[config.mk]
export PLATFORM = sky130hd
export DESIGN_NAME = shift_sequencer
export DESIGN_NICKNAME = d
export VERILOG_FILES = /design/src/rtl/shift_sequencer.sv
export SDC_FILE = /design/constraint.sdc
export NUM_CORES = 1
export LEC_CHECK = 0
export CORE_ASPECT_RATIO = 1.2
export CORE_MARGIN = 4
export CORE_UTILIZATION = 33
export CTS_BUF_LIST = sky130_fd_sc_hd__clkbuf_16
export CTS_CLUSTER_SIZE = 14
export DETAILED_ROUTE_END_ITERATION = 6
export PLACE_DENSITY = 0.8
export SLEW_MARGIN = 20
export SYNTH_ARGS = -nofsm -noshare
export SYNTH_HDL_FRONTEND = slang
export SYNTH_SLANG_ARGS = --single-unit
export TNS_END_PERCENT = 1
[constraint.sdc]
create_clock -name clk -period 1.4 [get_ports clk]
set_input_delay 0.14 -clock clk [delete_from_list [all_inputs] [get_ports clk]]
set_output_delay 0.14 -clock clk [all_outputs]
set_load 0.1 [all_outputs]
[src/rtl/shift_sequencer.sv]
// Multi-pass controller that drives a 16-bit barrel shifter (0-7 bits per pass)
// so that logical shifts of 0-15 bits can be done through valid/ready handshakes.
module shift_sequencer #(
  parameter int WIDTH    = 16,
  parameter int AMT_W    = 4,
  parameter int MAX_STEP = 7
) (
  input  logic             clk,
  input  logic             rst,
  input  logic             in_valid,
  output logic             in_ready,
  input  logic [WIDTH-1:0] in_data,
  input  logic [AMT_W-1:0] in_amt,
  input  logic             in_lr,
  output logic [WIDTH-1:0] sh_data,
  output logic [2:0]       sh_lr,
  output logic [2:0]       sh_amt,
  input  logic [WIDTH-1:0] sh_f,
  output logic             out_valid,
  input  logic             out_ready,
  output logic [WIDTH-1:0] out_data,
  output logic             busy
);

  typedef enum logic [1:0] {
    IDLE  = 2'd0,
    SHIFT = 2'd1,
    DONE  = 2'd2
  } state_e;

  localparam logic [AMT_W-1:0] MAX_STEP_A = AMT_W'(MAX_STEP);

  state_e           state_q, state_d;
  logic [WIDTH-1:0] acc_q, acc_d;
  logic [AMT_W-1:0] rem_q, rem_d;
  logic             dir_q, dir_d;
  logic [2:0]       step;

  // Per-pass amount is capped at what the shifter can do in one go.
  assign step = (rem_q > MAX_STEP_A) ? 3'(MAX_STEP) : rem_q[2:0];

  // NOTE: sequential state uses non-blocking assignments so every register
  // samples the pre-edge values of its neighbours.
  always_ff @(posedge clk) begin
    if (rst) begin
      state_q <= IDLE;
      acc_q   <= '0;
      rem_q   <= '0;
      dir_q   <= 1'b0;
    end else begin
      state_q <= state_d;
      acc_q   <= acc_d;
      rem_q   <= rem_d;
      dir_q   <= dir_d;
    end
  end

  // NOTE: every output and next-state signal gets a default first so no
  // path through the case statement can infer a latch.
  always_comb begin
    state_d   = state_q;
    acc_d     = acc_q;
    rem_d     = rem_q;
    dir_d     = dir_q;
    in_ready  = 1'b0;
    out_valid = 1'b0;
    sh_amt    = 3'd0;
    unique case (state_q)
      IDLE: begin
        in_ready = 1'b1;
        if (in_valid) begin
          acc_d   = in_data;
          rem_d   = in_amt;
          dir_d   = in_lr;
          state_d = (in_amt == '0) ? DONE : SHIFT;
        end
      end
      SHIFT: begin
        sh_amt = step;
        acc_d  = sh_f;
        rem_d  = rem_q - AMT_W'(step);
        if (rem_d == '0) state_d = DONE;
      end
      DONE: begin
        out_valid = 1'b1;
        if (out_ready) state_d = IDLE;
      end
      default: state_d = IDLE;
    endcase
  end

  // Outside SHIFT the amount is zero, so the shifter simply passes acc through.
  assign sh_data  = acc_q;
  assign sh_lr    = {2'b00, dir_q};
  assign out_data = acc_q;
  assign busy     = (state_q != IDLE);

endmodule

; Word level (Yosys, flattened, before mapping)
; Cells that the tools add are included.
[word_totals]
elab_cells = 32
register_bits = 23
input_bits = 41
[classes]
n_mux = 13
eq_ne = 5
addsub = 1
n_lt_le_gt_ge = 1
n_reduce_logical = 8
[ops]
columns = operator, count
row1 = 16-bit case mux with 2 select lines, 1
row2 = 16-bit two-way mux, 1
row3 = 4-bit zero test, 2
row4 = 2-bit two-way mux, 4
row5 = 4-bit case mux with 2 select lines, 1
row6 = 3-bit two-way mux, 2
row7 = 2-bit != test (second input constant), 3
row8 = 2-bit case mux with 3 select lines, 1
row9 = 4-bit by 3-bit > comparator with 1-bit output (second input constant), 1
row10 = 4-bit two-way mux, 1
row11 = 2-bit AND reduction, 2
row12 = 2-bit nonzero test, 2
row13 = 4-bit by 3-bit subtractor with 4-bit output, 1
row14 = 3-bit AND reduction, 1
row15 = 2-bit by 1-bit == test with 1-bit output (second input constant), 1
row16 = 2-bit == test (second input constant), 1
row17 = 2-bit zero test, 1
row18 = 1-bit two-way mux, 2

; Logic depth before layout (Yosys ltp)
; Gate-level depths: netlist of the first run.
[logic_depth]
depth_word = 6
mapped_depth = 6

; Worst setup path before layout of the first run
; Ideal clock, no wire load.
[synth_path]
path_kind = register to output
from = register state_q[0]
to = output sh_amt[0]
required_time_ns = 1.260
setup_slack_ns = -0.784
arrival_ns = 2.044
path_stages_with_launch = 6
n_path_buf = 3
cell_sequence = dfxtp_1 -> buf_2 -> nand2b_1 -> buf_6 -> buf_12 -> nor2_1
[synth_via]
elab_chain_cells = 2
[synth_rtl]
columns = element, line_no
row1 = start: declaration, 33  ; state_e state_q, state_d;
row2 = start signal: assignment, 51  ; state_q <= state_d;
row3 = 2-bit by 1-bit == test with 1-bit output, 68  ; unique case (state_q)
row4 = 3-bit two-way mux, 68
row5 = end: declaration, 17  ; output logic [2:0] sh_amt,
; No other way between the ends.

; Worst setup path in the final report of the first run
[layout_path]
from = register state_q[1]
to = output sh_amt[1]
; Same word-level chain as after synthesis.

==> results of run 1 <==
-- registers in the layout, indices dropped and copies added, names as in the netlist --
name,flops
state_q,2
dir_q,1
rem_q,4
out_data,16
-- worst max-delay path, cell delays in order, from the launching register on --
cell	delay, ns
dfxtp_2	0.34
nand2b_4	0.15
buf_12	0.15
nor2_4	0.12
buf_12	0.18
-- path summary, 6_finish.rpt --
kind                                  from          to  slack [ns]  cells after the start
worst max-delay path            state_q[1]   sh_amt[1]        0.04                      4
worst min register to register       dir_q       dir_q        0.53                      2
worst min-delay path                 in_lr       dir_q        0.47                      3
worst max register to register    rem_q[1]  state_q[1]        0.05                      5
-- cell usage after synthesis (2+ instances only) --
library cell	number	area, um2
o21ai_0	3	15.01
dfxtp_1	23	460.4
nand2b_1	4	25.02
buf_2	3	15.01
inv_1	3	11.26
buf_6	2	22.52
buf_12	2	40.04
nor2b_1	3	18.77
clkbuf_1	3	11.26
mux2i_1	18	180.2
nand3_1	2	10.01
nand2_1	2	7.510
a211oi_1	19	142.6
buf_4	21	157.7
nor2_1	24	90.09
a21oi_1	2	10.01
-- area by class of cell --
type	count	area, um2	area share
Timing Repair Buffer	93	1311	0.4964
Inverter	3	15.01	0.005685
Multi-Input combinational cell	93	698.2	0.2643
Clock inverter	1	5.005	0.001895
Tap cell	54	67.56	0.02558
Sequential cell	23	469.2	0.1776
Clock buffer	3	75.07	0.02842
-- kinds of logic (layout without fill, tap and decap cells) --
family | after synthesis | in the layout
adder cells (fa/ha/maj) | 1 | 1
other | 1 | 2
AO/OA/AOI/OAI | 29 | 29
XOR/XNOR | 1 | 1
flip-flops | 23 | 23
AND/OR/NAND/NOR | 42 | 42
buffers and inverters | 34 | 100
multiplexers | 18 | 18
-- what timing repair did --
| action | CTS | global route |
|---|---|---|
| resized for setup | 8 | 6 |
| setup endpoints to repair | 5 | 5 |
| pin swaps | 2 | 1 |
| setup buffers | 0 | 0 |
-- layer usage --
metal,vias up,GRT usage,routed length [um]
li1,632,-,-
met2,58,0.2691,2101
met4,0,0.05488,76
met1,572,0.1527,1294
met3,6,0.03907,324
met5,-,0,0
-- metrics by stage --
step	util	TNS, ns	total power [uW]
floorplan	-	-3.629	2404
global placement	0.6337	-0.06925	3184
detailed placement	0.6337	-0.2063	3211
CTS	0.6622	-0.004536	3868
global route	0.6702	-0.01012	3997
finish	0.6702	0	3852
-- report_power, final --
| part | switching (uW) | total [uW] | internal (uW) |
|---|---|---|---|
| Combinational | 1440 | 2340 | 893 |
| Clock | 236 | 620 | 384 |
| Sequential | 148 | 895 | 747 |
==> impl_metrics.py, run 1 <==
metrics = {
    "run_status": {
        "status": "finished, final reports clean",
    },
    "yosys": {
        "synthCells": 149,
        "synthArstFlopShare": 0,
        "yosysSeqAreaShare": 0.3423,
        "synth_compound_area_frac": 0.1581,
        "synth.yosys.warnings": 0,
        "synthMuxAreaShare": 0.1340,
        "synth.avg_cell_area_um2": 9.027,
        "yosys.area_share.simple": 0.1553,
        "synth-edff-count": 0,
        "synthAdderAreaFrac": 0.009302,
        "netlist_area_um2": 1345,
        "synth_cell_type_count": 31,
        "yosys_most_used_dff": "dfxtp_1",
        "synth_top_family_by_area": "buffers and inverters",
        "synthXorXnorAreaFrac": 0.006512,
        "synth-seq-cells": 23,
    },
    "clock_tree": {
        "max-clock-path-buffers": 2,
        "cts_max_level": 1,
        "cts_tree": "done",
        "insertion_delay_ns": 0.25,
        "ctsHoldBuffers": 0,
        "clockRootBuffer": "clkbuf_16",
        "cts-buffers-inserted": 3,
        "clkTransAtPathRegs_ns": 0.06,
        "cts_sinks": 23,
    },
    "global_route": {
        "grt_pass1_vias": 1308,
        "antenna_found_initial": 0,
        "grt_first_pass_wirelength_um": 5954,
        "grt_max_degree": 22,
        "overflow": 0,
        "grt_usage": 0.1460,
    },
    "final_layout": {
        "fillers": 334,
        "drive_above_1_share": 0.3333,
        "final_common_cell": "buf_12",
        "post-route-cell-area_um2": 2641,
        "final_cell_mix": "buf_12, clkdlybuf4s50_1, nor2_1, dfxtp_1",
        "area_growth_pct": 96.37,
        "n_antenna_cell": 0,
        "layout.nets": 259,
        "fin_cells": 270,
    },
    "timing": {
        "setup_viol": 0,
        "finClkSkew_ns": 0.001340,
        "slew_violations": 0,
        "rsz0062_at_grt": "yes",
        "finalCritPeriodShare": 0.9686,
        "max_freq_mhz": 737.5,
        "min_period_ns": 1.356,
        "whs_ns": 0.4723,
        "setup_slack_ns": 0.04402,
        "hold_violations": 0,
    },
    "detailed_routing": {
        "vias": 1268,
        "wire_per_inst_um": 14.06,
        "drtAntennaViolNets": 0,
        "drcViolationCount": 0,
        "firstDrtPassIters": 4,
        "wirelength_um": 3796,
        "routed_via_density": 4.696,
        "initialDrtViolationCount": 50,
    },
    "worst_setup_path": {
        "critPathMaxFanout": 14,
        "startpoint_type": "flip-flop",
        "arrival_ns": 1.22,
        "critPathKind": "reg2out",
        "critPathRequiredTime_ns": 1.26,
        "cp-end-kind": "output pin",
    },
    "place": {
        "hpwlAfterDp_um": 3066,
        "io_buffers": 79,
        "post-place-cells": 266,
        "gp_congestion": 0.7835,
        "dp_slack_ns": -0.1109,
        "dpl-instance-area_um2": 2497,
    },
    "hold_path": {
        "worstHoldPathType": "in2reg",
    },
    "pwr": {
        "max-vdd-ir-drop_mv": 0.7126,
        "power_density_nw_per_um2": 1458,
        "p_leak_uw": 0.001127,
    },
    "die": {
        "fp.dieW_um": 66.28,
        "rows": 25,
        "initial_core_util": 0.3413,
        "coreArea_um2": 3941,
        "die_y_um": 77.94,
        "die_area_um2": 5166,
        "top_level_ports": 82,
    },
    "flow_run": {
        "maxCapViolCount": 0,
    },
}
(Power assumes the default switching activity.)
==> run 2, diff against run 1 <==
--- a/config.mk
+++ b/config.mk
@@ -6,4 +6,5 @@
 export NUM_CORES = 1
 export LEC_CHECK = 0
+export ABC_CLOCK_PERIOD_IN_PS = 1400
 export CORE_ASPECT_RATIO = 1.2
 export CORE_MARGIN = 4
@@ -13,5 +14,5 @@
 export DETAILED_ROUTE_END_ITERATION = 6
 export PLACE_DENSITY = 0.8
-export SLEW_MARGIN = 20
+export SLEW_MARGIN = 0
 export SYNTH_ARGS = -nofsm -noshare
 export SYNTH_HDL_FRONTEND = slang
==> constraint.sdc (replaced) <==
create_clock -name clk -period 1.4 [get_ports clk]
set_input_delay 0.14 -clock clk [delete_from_list [all_inputs] [get_ports clk]]
set_output_delay 0.14 -clock clk [all_outputs]
set_load 0.005 [all_outputs]
==> run 2 against run 1 <==
  * Final area shrank 17%
  * Critical path type is now reg2reg
  * Via count rose by 1.3%
  * Clock power decreased by 1%
  * Largest power group unchanged
  * Clock skew grew 0.0019 ns
==> impl_metrics.py, run 2 (synthesis gave the netlist of run 1 again) <==
metrics = {
    "worst_setup_path": {
        "cp-end-kind": "flip-flop",
        "r2r_end": "state_q[1]",
        "r2r_start": "rem_q[1]",
        "critPathMaxFanout": 3,
        "arrival_ns": 1.54,
        "startpoint_type": "flip-flop",
        "r2r_cells": 5,
        "critPathRequiredTime_ns": 1.55,
        "crit_end": "state_q[1]",
        "rrSetupSlack_ns": 0.003,
        "critPathKind": "reg2reg",
        "crit_path_start": "rem_q[1]",
    },
    "pwr": {
        "power_frac_seq": 0.352,
        "max-vdd-ir-drop_mv": 0.5166,
        "power_density_nw_per_um2": 1052,
        "power_frac_comb": 0.384,
        "intPower_uw": 1686,
        "p_leak_uw": 0.0009537,
        "power_switching_uw": 624.4,
        "p_clk_frac": 0.265,
        "swShare": 0.2703,
    },
    "clock_tree": {
        "clkTransAtPathRegs_ns": 0.06,
        "clockRootBuffer": "clkbuf_16",
        "cts_tree": "done",
        "postCtsSetupBuffers": 0,
        "insertion_delay_ns": 0.25,
        "cts_sinks": 23,
        "cts_max_level": 1,
        "cts-buffers-inserted": 3,
        "max-clock-path-buffers": 2,
        "ctsHoldBuffers": 0,
    },
    "place": {
        "io_buffers": 79,
        "gp_congestion": 0.8516,
        "post-place-cells": 267,
        "hpwlAfterDp_um": 2875,
        "dpl-instance-area_um2": 2088,
    },
    "global_route": {
        "grt.met3_usage": 0.03184,
        "grt_max_degree": 24,
        "busiest_layer": "met2",
        "overflow": 0,
        "met2_usage": 0.2502,
        "antenna_found_initial": 0,
        "grt_pass1_vias": 1186,
        "use_met1": 0.1482,
        "grt_usage": 0.1351,
        "grt_first_pass_wirelength_um": 5533,
    },
    "die": {
        "coreArea_um2": 3941,
        "rows": 25,
        "die_y_um": 77.94,
        "top_level_ports": 82,
        "initial_core_util": 0.3413,
        "fp.dieW_um": 66.28,
        "die_area_um2": 5166,
    },
    "final_layout": {
        "drive_above_1_share": 0.1336,
        "layout.nets": 260,
        "post-route-cell-area_um2": 2196,
        "fin_cells": 271,
        "largest_reg_flops": 16,
        "n_antenna_cell": 0,
        "fillers": 374,
        "area_growth_pct": 63.26,
        "final_cell_mix": "clkdlybuf4s50_1, nor2_1, dfxtp_1, mux2i_1, a211oi_1",
        "final_common_cell": "clkdlybuf4s50_1",
    },
    "timing": {
        "min_period_ns": 1.397,
        "whs_ns": 0.4617,
        "slew_violations": 0,
        "finClkSkew_ns": 0.003204,
        "rsz0062_at_grt": "yes",
        "setup_viol": 0,
        "finalCritPeriodShare": 0.9977,
        "hold_violations": 0,
        "timing.setup.tns_ns": 0,
        "max_freq_mhz": 715.9,
    },
    "detailed_routing": {
        "firstDrtPassIters": 4,
        "drtAntennaViolNets": 0,
        "wire_per_inst_um": 13.28,
        "wirelength_um": 3600,
        "initialDrtViolationCount": 28,
        "routed_via_density": 4.738,
        "vias": 1284,
        "drcViolationCount": 0,
    },
    "hold_path": {
        "worstHoldPathType": "in2reg",
    },
    "run_status": {
        "status": "finished, final reports clean",
    },
    "flow_run": {
        "maxCapViolCount": 0,
    },
}
run 2: timing repair:
item | in CTS | in global routing
setup endpoints to repair | 8 | 9
resized for setup | 9 | 7
pin swaps | 0 | 1
run 2: how the worst min path moves through the flow:
stage	end	startpoint	slack, ns	cells after the start
after floorplan	dir_q	in_lr	0.29	2
after global placement	dir_q	dir_q	0.46	2
after detailed placement	dir_q	dir_q	0.49	2
after CTS	dir_q	in_lr	0.46	3
after global routing	dir_q	in_lr	0.48	3
final	dir_q	in_lr	0.46	3
run 2: metrics by stage:
step	total power (uW)	setup WS, ns	util
floorplan	1298	0.01677	-
finish	2310	0.003244	0.5571
global route	2444	-0.03292	0.5571
detailed placement	1708	-0.1437	0.5298
CTS	2319	-0.1244	0.5511
global placement	1684	-0.08134	0.5298
run 2: cell type report:
cell class | count | area, um2 | area share
Clock buffer | 3 | 75.07 | 0.03419
Clock inverter | 1 | 5.005 | 0.002279
Inverter | 3 | 11.26 | 0.005128
Multi-Input combinational cell | 93 | 658.1 | 0.2997
Sequential cell | 23 | 462.9 | 0.2108
Tap cell | 54 | 67.56 | 0.03077
Timing Repair Buffer | 94 | 915.9 | 0.4171
run 2: layer usage:
metal / wire length (um) / up-vias
li1: - / 639
met1: 1362 / 584
met2: 1947 / 57
met3: 247 / 4
met4: 42 / 0
met5: 0 / -
run 2: critical path, stage by stage (launching register included):
cell and delay (ns):
dfxtp_1 0.31, nand2b_1 0.15, ha_2 0.21, nor2b_1 0.13, a311o_1 0.30, and4b_1 0.19
run 2: power groups by stage:
stage | logic, uW | registers, uW | clock network, uW
floorplan | 475 | 823 | 0
global placement | 865 | 819 | 0
detailed placement | 883 | 825 | 0
CTS | 878 | 815 | 626
global route | 957 | 827 | 659
finish | 886 | 813 | 611
==> run 3, diff against run 2 <==
Settings changed: CELL_PAD_IN_SITES_DETAIL_PLACEMENT from default to 0, CELL_PAD_IN_SITES_GLOBAL_PLACEMENT from default to 1, CORE_UTILIZATION 33 to 23.
==> run 3 against run 2 <==
  * Sequential cell count unchanged
  * Maximum frequency increased by 3.6%
  * Global-route usage decreased by 3.4 points
  * Clock power increased by 2%
  * Utilization decreased by 17 points
  * Power decreased by 0.40%
  * Critical endpoint unchanged
  * Worst setup slack improved by 0.048 ns
  * Clock skew decreased by 0.0012 ns
  * Sequential share of layout area decreased by 0.12 points
  * Register-to-register slack improved by 0.05 ns
  * Final area increased by 0.85%
==> impl_metrics.py, run 3 (synthesis gave the netlist of run 1 again) <==
metrics = {
    "run_status": {
        "status": "finished, final reports clean",
    },
    "flow_run": {
        "maxCapViolCount": 0,
    },
    "detailed_routing": {
        "drt-met1-wl_um": 1491,
        "initialDrtViolationCount": 8,
        "drtAntennaViolNets": 0,
        "drcViolationCount": 0,
        "firstDrtPassIters": 4,
        "wl_met2_um": 1785,
        "wl_met3_um": 278,
        "routed_via_density": 4.202,
        "highest_layer": "met4",
        "vias": 1248,
        "wire_per_inst_um": 12.02,
        "wirelength_um": 3569,
    },
    "place": {
        "io_buffers": 79,
        "dpl-instance-area_um2": 2121,
        "hpwlAfterDp_um": 2875,
        "gp_congestion": 0.8253,
        "post-place-cells": 293,
    },
    "pwr": {
        "power_uw": 2301,
        "p_leak_uw": 0.0009549,
        "max-vdd-ir-drop_mv": 0.4439,
        "power_density_nw_per_um2": 1039,
    },
    "worst_setup_path": {
        "cpPeakStageDelay_ns": 0.31,
        "r2r_cells": 5,
        "startpoint_type": "flip-flop",
        "r2r_start": "rem_q[1]",
        "critPathMaxFanout": 3,
        "path_depth": 5,
        "crit_path_start": "rem_q[1]",
        "path_delay_family": "simple AND/OR/NAND/NOR gates",
        "cp_cell_sequence": "nand2b_1, ha_2, nor2b_1, a311o_1, and4b_1",
        "cp-end-kind": "flip-flop",
        "rrSetupSlack_ns": 0.05,
        "critPathKind": "reg2reg",
        "arrival_ns": 1.49,
        "critPathRequiredTime_ns": 1.55,
        "path_buf_inv": 0,
        "slowest_stage": "dfxtp_1",
    },
    "clock_tree": {
        "insertion_delay_ns": 0.25,
        "clkTransAtPathRegs_ns": 0.06,
        "cts_max_level": 1,
        "clockRootBuffer": "clkbuf_16",
        "max-clock-path-buffers": 2,
        "cts_sinks": 23,
        "cts_tree": "done",
        "cts-buffers-inserted": 3,
    },
    "timing": {
        "min_period_ns": 1.348,
        "slew_violations": 0,
        "max_freq_mhz": 741.6,
        "setup_viol": 0,
        "finalCritPeriodShare": 0.9632,
        "rsz0062_at_grt": "yes",
        "finClkSkew_ns": 0.002015,
        "hold_violations": 0,
    },
    "die": {
        "rows": 30,
        "top_level_ports": 82,
        "coreArea_um2": 5668,
        "fp.dieW_um": 77.81,
        "die_area_um2": 7141,
        "initial_core_util": 0.2373,
        "die_y_um": 91.77,
    },
    "hold_path": {
        "min_from": "in_lr",
        "whs_path_depth": 3,
        "worstHoldPathType": "in2reg",
    },
    "global_route": {
        "overflow": 0,
        "antenna_found_initial": 0,
        "grt_pass1_vias": 1270,
        "grt_first_pass_wirelength_um": 6016,
        "grt_usage": 0.1015,
        "grt_max_degree": 25,
    },
    "final_layout": {
        "post-route-cell-area_um2": 2215,
        "fin_cells": 297,
        "area_growth_pct": 64.65,
        "drive_above_1_share": 0.1244,
        "final_common_cell": "clkdlybuf4s50_1",
        "fillers": 582,
        "layout.nets": 260,
        "n_antenna_cell": 0,
        "largest_reg_flops": 16,
        "final_cell_mix": "clkdlybuf4s50_1, nor2_1, dfxtp_1, a211oi_1, mux2i_1",
    },
}
## run 3: cell counts in the layout (fill, tap and decap cells not counted)
Identical to the previous run, type by type.
## run 3: area by class of cell
type,instances,area [um2],area share
repair buffers,94,915.9,0.4136
inverters,3,11.26,0.005085
clock buffers,3,75.07,0.03390
clock inverters,1,5.005,0.002260
flip-flops and latches,23,464.2,0.2096
multi-input cells,93,643.1,0.2904
well taps,80,100.1,0.04520
## run 3: where the power goes
group	internal, uW	switching (uW)
sequential	747	66.8
clock	384	237
combinational	551	316
## run 3: timing repair
action / in CTS / in global routing
pin swaps: 0 / 1
gates cloned: 0 / 0
buffers inserted: 0 / 0
setup endpoints to repair: 22 / 14
endpoints found under the hold margin: 0 / 0
hold buffers: 0 / 0
resized for setup: 12 / 2
## run 3: through the flow
step / util / setup TNS [ns] / setup WS, ns / hold WS [ns]
2_1_floorplan: - / 0 / 0.01677 / 0.2877
3_3_place_gp: 0.3742 / -0.4600 / -0.1191 / 0.4684
3_5_place_dp: 0.3742 / -0.6529 / -0.1164 / 0.4901
4_1_cts: 0.3896 / -0.1511 / -0.1407 / 0.4522
5_1_grt: 0.3907 / -0.1585 / -0.04656 / 0.4895
6_report: 0.3907 / 0 / 0.05152 / 0.4514
## run 3: final timing paths
path,to
setup / recovery,state_q[1]
hold / removal,dir_q
setup reg to reg,state_q[1]
hold reg to reg,dir_q
## run 3: layer usage
| metal | vias to the layer above | GRT usage |
|---|---|---|
| li1 | 637 | - |
| met1 | 563 | 0.1248 |
| met2 | 46 | 0.1729 |
| met3 | 2 | 0.02750 |
| met4 | 0 | 0.02671 |
| met5 | - | 0 |
## run 3: worst register-to-register path, stage by stage, from the launching register on
cell and delay [ns]:
dfxtp_1 0.31, nand2b_1 0.14, ha_2 0.21, nor2b_1 0.13
a311o_1 0.29, and4b_1 0.18
